$ cat src/rtl/uart_i2c_receiver_if.sv
// Byte stream in from the UART receiver and decoded I2C command out to the master.
interface uart_i2c_receiver_if;
  logic        rx_done_tick;
  logic [7:0]  rx_byte;
  logic        cmd_ready;
  logic        cmd_valid;
  logic [7:0]  cmd_address;
  logic [7:0]  cmd_mode;
  logic [15:0] cmd_data;

  modport master (
    input  rx_done_tick, rx_byte, cmd_ready,
    output cmd_valid, cmd_address, cmd_mode, cmd_data
  );

  modport slave (
    output rx_done_tick, rx_byte, cmd_ready,
    input  cmd_valid, cmd_address, cmd_mode, cmd_data
  );
endinterface

$ cat src/rtl/uart_i2c_receiver.sv
// Decodes FF/address/mode/data/FF frames from the UART into one held I2C command,
// flagging bad stop bytes, inter-byte stalls and bytes arriving while a command waits.
module uart_i2c_receiver #(
  parameter int unsigned TIMEOUT_CYCLES = 250000
) (
  input  logic                 clk,
  input  logic                 reset,
  uart_i2c_receiver_if.master  bus,
  output logic                 frame_error,
  output logic [1:0]           error_code,
  output logic                 busy
);

  localparam int unsigned CW = (TIMEOUT_CYCLES > 2) ? $clog2(TIMEOUT_CYCLES) : 1;
  // Expiry fires on the edge at which the count would reach TIMEOUT_CYCLES-1.
  localparam logic [CW-1:0] LIMIT = CW'(TIMEOUT_CYCLES - 2);

  typedef enum logic [2:0] {
    IDLE, ADDRESS, MODE, DATA1, DATA2, STOP, ISSUE
  } state_t;

  state_t        state, state_n;
  logic [7:0]    address, address_n;
  logic [7:0]    mode, mode_n;
  logic [15:0]   data, data_n;
  logic          error, error_n;
  logic [1:0]    code, code_n;
  logic [CW-1:0] count, count_n;

  logic       tick;
  logic [7:0] rx;
  assign tick = bus.rx_done_tick;
  assign rx   = bus.rx_byte;

  always_ff @(posedge clk) begin
    if (reset) begin
      state   <= IDLE;
      address <= '0;
      mode    <= '0;
      data    <= '0;
      error   <= 1'b0;
      code    <= '0;
      count   <= '0;
    end else begin
      state   <= state_n;
      address <= address_n;
      mode    <= mode_n;
      data    <= data_n;
      error   <= error_n;
      code    <= code_n;
      count   <= count_n;
    end
  end

  always_comb begin
    state_n   = state;
    address_n = address;
    mode_n    = mode;
    data_n    = data;
    error_n   = 1'b0;
    code_n    = code;
    count_n   = '0;

    case (state)
      IDLE: if (tick && rx == 8'hFF) state_n = ADDRESS;
      ADDRESS: if (tick) begin
        address_n = rx;
        state_n   = MODE;
      end
      MODE: if (tick) begin
        mode_n = rx;
        if (rx[1]) begin
          state_n = DATA1;
        end else begin
          data_n  = '0;
          state_n = STOP;
        end
      end
      DATA1: if (tick) begin
        data_n[7:0] = rx;
        if (mode[0]) begin
          state_n = DATA2;
        end else begin
          data_n[15:8] = '0;
          state_n      = STOP;
        end
      end
      DATA2: if (tick) begin
        data_n[15:8] = rx;
        state_n      = STOP;
      end
      STOP: if (tick) begin
        if (rx == 8'hFF) begin
          state_n = ISSUE;
        end else begin
          state_n = IDLE;
          error_n = 1'b1;
          code_n  = 2'b01;
        end
      end
      ISSUE: begin
        // A byte coinciding with the handshake is treated as if already in IDLE.
        if (bus.cmd_ready) begin
          state_n = (tick && rx == 8'hFF) ? ADDRESS : IDLE;
        end else if (tick) begin
          error_n = 1'b1;
          code_n  = 2'b11;
        end
      end
      default: state_n = IDLE;
    endcase

    if (state inside {ADDRESS, MODE, DATA1, DATA2, STOP} && !tick) begin
      if (count == LIMIT) begin
        state_n = IDLE;
        error_n = 1'b1;
        code_n  = 2'b10;
      end else begin
        count_n = count + 1'b1;
      end
    end
  end

  assign bus.cmd_valid   = (state == ISSUE);
  assign bus.cmd_address = address;
  assign bus.cmd_mode    = mode;
  assign bus.cmd_data    = data;
  assign frame_error     = error;
  assign error_code      = code;
  assign busy            = (state != IDLE);

endmodule

$ cat src/flat_wrapper.sv
// flat-port wrapper written by rule: the top's interface ports become plain ports
module uart_i2c_receiver_flat 
#(
  parameter int unsigned TIMEOUT_CYCLES = 250000
)
  (clk, reset, frame_error, error_code, busy, bus_rx_done_tick, bus_rx_byte, bus_cmd_ready, bus_cmd_valid, bus_cmd_address, bus_cmd_mode, bus_cmd_data);
  uart_i2c_receiver_if bus_i ();
  input  logic clk;
  input  logic reset;
  output logic frame_error;
  output logic [1:0] error_code;
  output logic busy;
  input wire logic [$bits(bus_i.rx_done_tick)-1:0] bus_rx_done_tick;
  input wire logic [$bits(bus_i.rx_byte)-1:0] bus_rx_byte;
  input wire logic [$bits(bus_i.cmd_ready)-1:0] bus_cmd_ready;
  output wire logic [$bits(bus_i.cmd_valid)-1:0] bus_cmd_valid;
  output wire logic [$bits(bus_i.cmd_address)-1:0] bus_cmd_address;
  output wire logic [$bits(bus_i.cmd_mode)-1:0] bus_cmd_mode;
  output wire logic [$bits(bus_i.cmd_data)-1:0] bus_cmd_data;
  assign bus_i.rx_done_tick = bus_rx_done_tick;
  assign bus_i.rx_byte = bus_rx_byte;
  assign bus_i.cmd_ready = bus_cmd_ready;
  assign bus_cmd_valid = bus_i.cmd_valid;
  assign bus_cmd_address = bus_i.cmd_address;
  assign bus_cmd_mode = bus_i.cmd_mode;
  assign bus_cmd_data = bus_i.cmd_data;
  uart_i2c_receiver #(.TIMEOUT_CYCLES(TIMEOUT_CYCLES)) u_core (.clk(clk), .reset(reset), .bus(bus_i), .frame_error(frame_error), .error_code(error_code), .busy(busy));
endmodule
$ cat config.mk
export PLATFORM = sky130hd
export DESIGN_NAME = uart_i2c_receiver_flat
export DESIGN_NICKNAME = d
export VERILOG_FILES = /design/src/rtl/uart_i2c_receiver_if.sv /design/src/rtl/uart_i2c_receiver.sv /design/src/flat_wrapper.sv
export SDC_FILE = /design/constraint.sdc
export NUM_CORES = 1
export LEC_CHECK = 0
export ABC_CLOCK_PERIOD_IN_PS = 2350
export BUFFER_PORTS_ARGS = -buffer_cell sky130_fd_sc_hd__buf_2
export CAP_MARGIN = 20
export CORE_MARGIN = 2
export CORE_UTILIZATION = 45
export DETAILED_ROUTE_END_ITERATION = 6
export PLACE_DENSITY = 0.67
export SLEW_MARGIN = 25
export SYNTH_ARGS = -nofsm -noshare
export SYNTH_HDL_FRONTEND = slang
export SYNTH_SLANG_ARGS = --single-unit
$ cat constraint.sdc
create_clock -name clk -period 2.35 [get_ports clk]
set_input_delay 0.1175 -clock clk [delete_from_list [all_inputs] [get_ports clk]]
set_output_delay 0.1175 -clock clk [all_outputs]
set_load 0.03 [all_outputs]
==> key figures <==
Run status
  • Outcome: completed

Setup path
  • Crit-path cells: nand3b_1 -> nor2_1 -> a22oi_1 -> nor2_1
  • Worst r2r path cells: 4
  • Worst path max stage delay: 690 ps
  • CP Max Fanout: 18
  • Delay-heaviest family, CP: simple AND/OR/NAND/NOR gates
  • Required time worst endpoint: about 2600 ps
  • FF-to-FF Start: u_core.state[1]
  • Most frequent cell on the critical path: nor2_1
  • CP Launch Type: register
  • Crit path kind: register to register
  • CP Launch Point: u_core.state[1]
  • CP endpoint: u_core.bus.cmd_data[0]
  • Reg2Reg Capture Point: u_core.bus.cmd_data[0]
  • CP Capture Type: register
  • Buf/Inv on CP: 0
  • Instance count on the critical path: 4
  • R2R Setup Slk: between 500 and 600 ps
  • Slowest CP cell: dfxtp_1
  • Critical Path AT: approximately 2100 ps

Routing
  • Final ANT Viol Nets: 0
  • Vias per inst: 5.354
  • Drt initial violations: around 150
  • Drt pass-1 iters: 4
  • Residual DRC count: 0
  • Vias: about 2.1k
  • Total wire length: between 5 and 6 mm
  • Routed len/inst: between 10 and 15 um

STA
  • Fin Setup TNS: 0 ps
  • RSZ-0062 raised after global routing: no
  • Endpoints failing hold: 0
  • Worst Tran Pin Value: approximately 720 ps
  • Slew headroom: between 50 and 60%
  • Max Freq: between 500 and 600 MHz
  • WHS: ~79 ps
  • Final setup viols: 0
  • Period minus WS final: 1832 ps
  • Max-slew violation count: 0
  • Crit share post-route: roughly 78%
  • Final clock skew: around 7.5 ps

Die
  • FP Rows: 26
  • I/O pin total: between 40 and 50
  • Core area: 5107 um2
  • Initial core utilization: 46.91%
  • Chip Width: 76.97 um
  • Die height: 76.97 um
  • Die area: slightly below 6000 um2

Clocking
  • CTS sink count: 56
  • CTS tree: yes
  • H-tree Lvls: 2
  • CTS resizes: 0
  • CTS Root Cell: clkbuf_8
  • Latest clock arrival within the worst-skew pair: between 300 and 400 ps
  • Setup Buffers After CTS: 0
  • Number of buffers created by CTS: 5
  • CTS clk-pin slew, worst paths: ~100 ps
  • Clock Path Buffers: 2
  • Hold-fix buffer count after cts: 0

Synth
  • Mux cell area share after synthesis: 0%
  • Synth Area in XOR/XNOR: ~4.4%
  • Post-synthesis simple-gate area fraction: around 27%
  • Post-synthesis compound-gate area fraction: 16.92%
  • Sequential area share after synthesis: between 40% and 50%
  • Mapped Nets: between 200 and 300
  • Number of flops mapped to enable cells by yosys: 0
  • FFs w/ async S/R, synth: 0%
  • Synth Area in Adders: under 10%
  • Distinct cells, synth: 46
  • Syn Area/Cell: approximately 8.6 um2
  • FF+latch count, synth: 56
  • Cell Area, Synth: 2396 um2
  • Top FF cell, synth: dfxtp_1
  • Largest family of logic cells by synthesized area: simple AND/OR/NAND/NOR gates
  • Synth warn: 0
  • Post-Syn Instances: 280

Final layout
  • Multi-input gate area: 1177 um2
  • Ant diodes: 0
  • Reg area: between 1000 and 1500 um2
  • Layout cells sized above 1: roughly a fifth
  • Final #Nets: 336
  • Fill cells: between 500 and 600
  • Commonest non-fill, non-tap cells in the layout: 56 x dfxtp_1, 48 x buf_2, 41 x nand2_1
  • Commonest non-fill, non-tap cell in the layout: dfxtp_1
  • Area Overhead vs Synth: 15.56%

Placement
  • DP Wirelength: approximately 4 mm
  • GPL Wtd Cong: ~0.8
  • Number of port buffers: 48

Global route
  • Vias in the first global route: ~1.9k
  • Pin count of the biggest net entering global routing: 29
  • GRT Overall Usage: between 10% and 20%
  • Initial antenna violation count: 0
  • Global-route wire length before repair: 8.921 mm
  • Total gr overflow: 0

Pwr
  • Internal: 0.001227 W
  • PD cells: 587.5 nW/um2
  • NetSw: approximately 0.00040 W
  • Register share of total power: roughly three fifths
  • Net switching fraction of the power: 24.56%
  • Logic pwr share: between 6 and 7%
  • Leakage power: approximately 1.1 nW
  • Clk pwr share: 34.2%
  • Peak supply drop: between 0.3 and 0.4 mV

Run
  • Total of max-cap violations: 0

Hold path
  • Hold Crit Class: primary input to register
stage by stage:
| step | std cells | total power [W] | setup WS (ps) | area, um2 | utilization [%] |
|---|---|---|---|---|---|
| finish | 393 | 0.001627 | 517.6 | 2769 | 54.21 |
| global route | 393 | 0.001687 | 325.4 | 2769 | 54.21 |
| CTS | 393 | 0.001637 | 539.3 | 2769 | 54.21 |
| detailed placement | 385 | 0.001093 | 549.9 | 2671 | 52.30 |
| global placement | 385 | 0.001092 | 578.6 | 2671 | 52.30 |
| floorplan | 280 | 0.001054 | 771.0 | 2396 | - |
power by group through the flow:
stage / sequential (W) / clock, W / combinational, W
after global routing: 0.000969 / 0.000606 / 0.000113
after floorplan: 0.000995 / 0 / 0.0000586
after detailed placement: 0.000989 / 0 / 0.000104
final: 0.000967 / 0.000556 / 0.000104
after CTS: 0.000967 / 0.000567 / 0.000104
after global placement: 0.000989 / 0 / 0.000103
metal layers:
metal,routed length (um),share of wire [%],GRT usage [%],up-vias
li1,-,-,-,1075
met1,2761,50,25.92,978
met2,2477,45,28.60,44
met3,209,3.8,4.235,7
met4,71,1.3,5.536,0
met5,0,0,0,-
flip-flops by register name, summed over array words and instances (netlist names):
register / flops
u_core.count: 18
u_core.bus.cmd_address: 8
u_core.state: 3
u_core.bus.cmd_mode: 8
u_core.error_code: 2
u_core.frame_error: 1
u_core.bus.cmd_data: 16
worst min path at each step:
stage / startpoint / end / slack, ps / cells after the start
2_1_floorplan: bus_rx_byte[2] / u_core.bus.cmd_data[10] / 250 / 1
3_3_place_gp: reset / u_core.bus.cmd_mode[0] / 400 / 2
3_5_place_dp: reset / u_core.bus.cmd_mode[0] / 400 / 2
4_1_cts: reset / u_core.bus.cmd_mode[0] / 60 / 2
5_1_grt: reset / u_core.bus.cmd_mode[0] / 70 / 2
6_report: reset / u_core.bus.cmd_mode[0] / 80 / 2
cell type report:
class | count | area share [%]
timing repair buffer | 51 | 9.489
tap | 70 | 3.163
inverter | 6 | 0.8134
multi-input combinational | 202 | 42.52
clock inverter | 2 | 0.5422
clock buffer | 6 | 2.982
sequential | 56 | 40.49
cells in the mapped netlist, types with 2 or more instances:
| cell | count | area [um2] |
|---|---|---|
| a21oi_1 | 28 | 140.1 |
| a22o_1 | 7 | 61.31 |
| a22oi_1 | 7 | 52.55 |
| and2_1 | 2 | 12.51 |
| and3_1 | 5 | 31.28 |
| and4_1 | 3 | 26.28 |
| buf_2 | 6 | 30.03 |
| buf_4 | 2 | 15.01 |
| clkbuf_1 | 8 | 30.03 |
| dfxtp_1 | 56 | 1121 |
| ha_1 | 2 | 25.02 |
| inv_1 | 6 | 22.52 |
| nand2_1 | 41 | 153.9 |
| nand3_1 | 8 | 40.04 |
| nand3b_1 | 2 | 15.01 |
| nand4_1 | 6 | 37.54 |
| nor2_1 | 28 | 105.1 |
| nor2b_1 | 3 | 18.77 |
| nor3_1 | 9 | 45.04 |
| nor4_1 | 3 | 18.77 |
| nor4bb_1 | 2 | 20.02 |
| o21ai_0 | 6 | 30.03 |
| o2bb2ai_1 | 2 | 17.52 |
| o31ai_1 | 3 | 22.52 |
| or3_1 | 2 | 12.51 |
| or4_1 | 3 | 22.52 |
| xnor2_1 | 3 | 26.28 |
| xor2_1 | 9 | 78.83 |
logic make-up after synthesis:
kind of cell	after synthesis
AO/OA/AOI/OAI	63
buffers and inverters	22
adder cells (fa/ha/maj)	2
AND/OR/NAND/NOR	125
XOR/XNOR	12
flip-flops	56
Note: power is estimated with default switching activity, not from simulation.
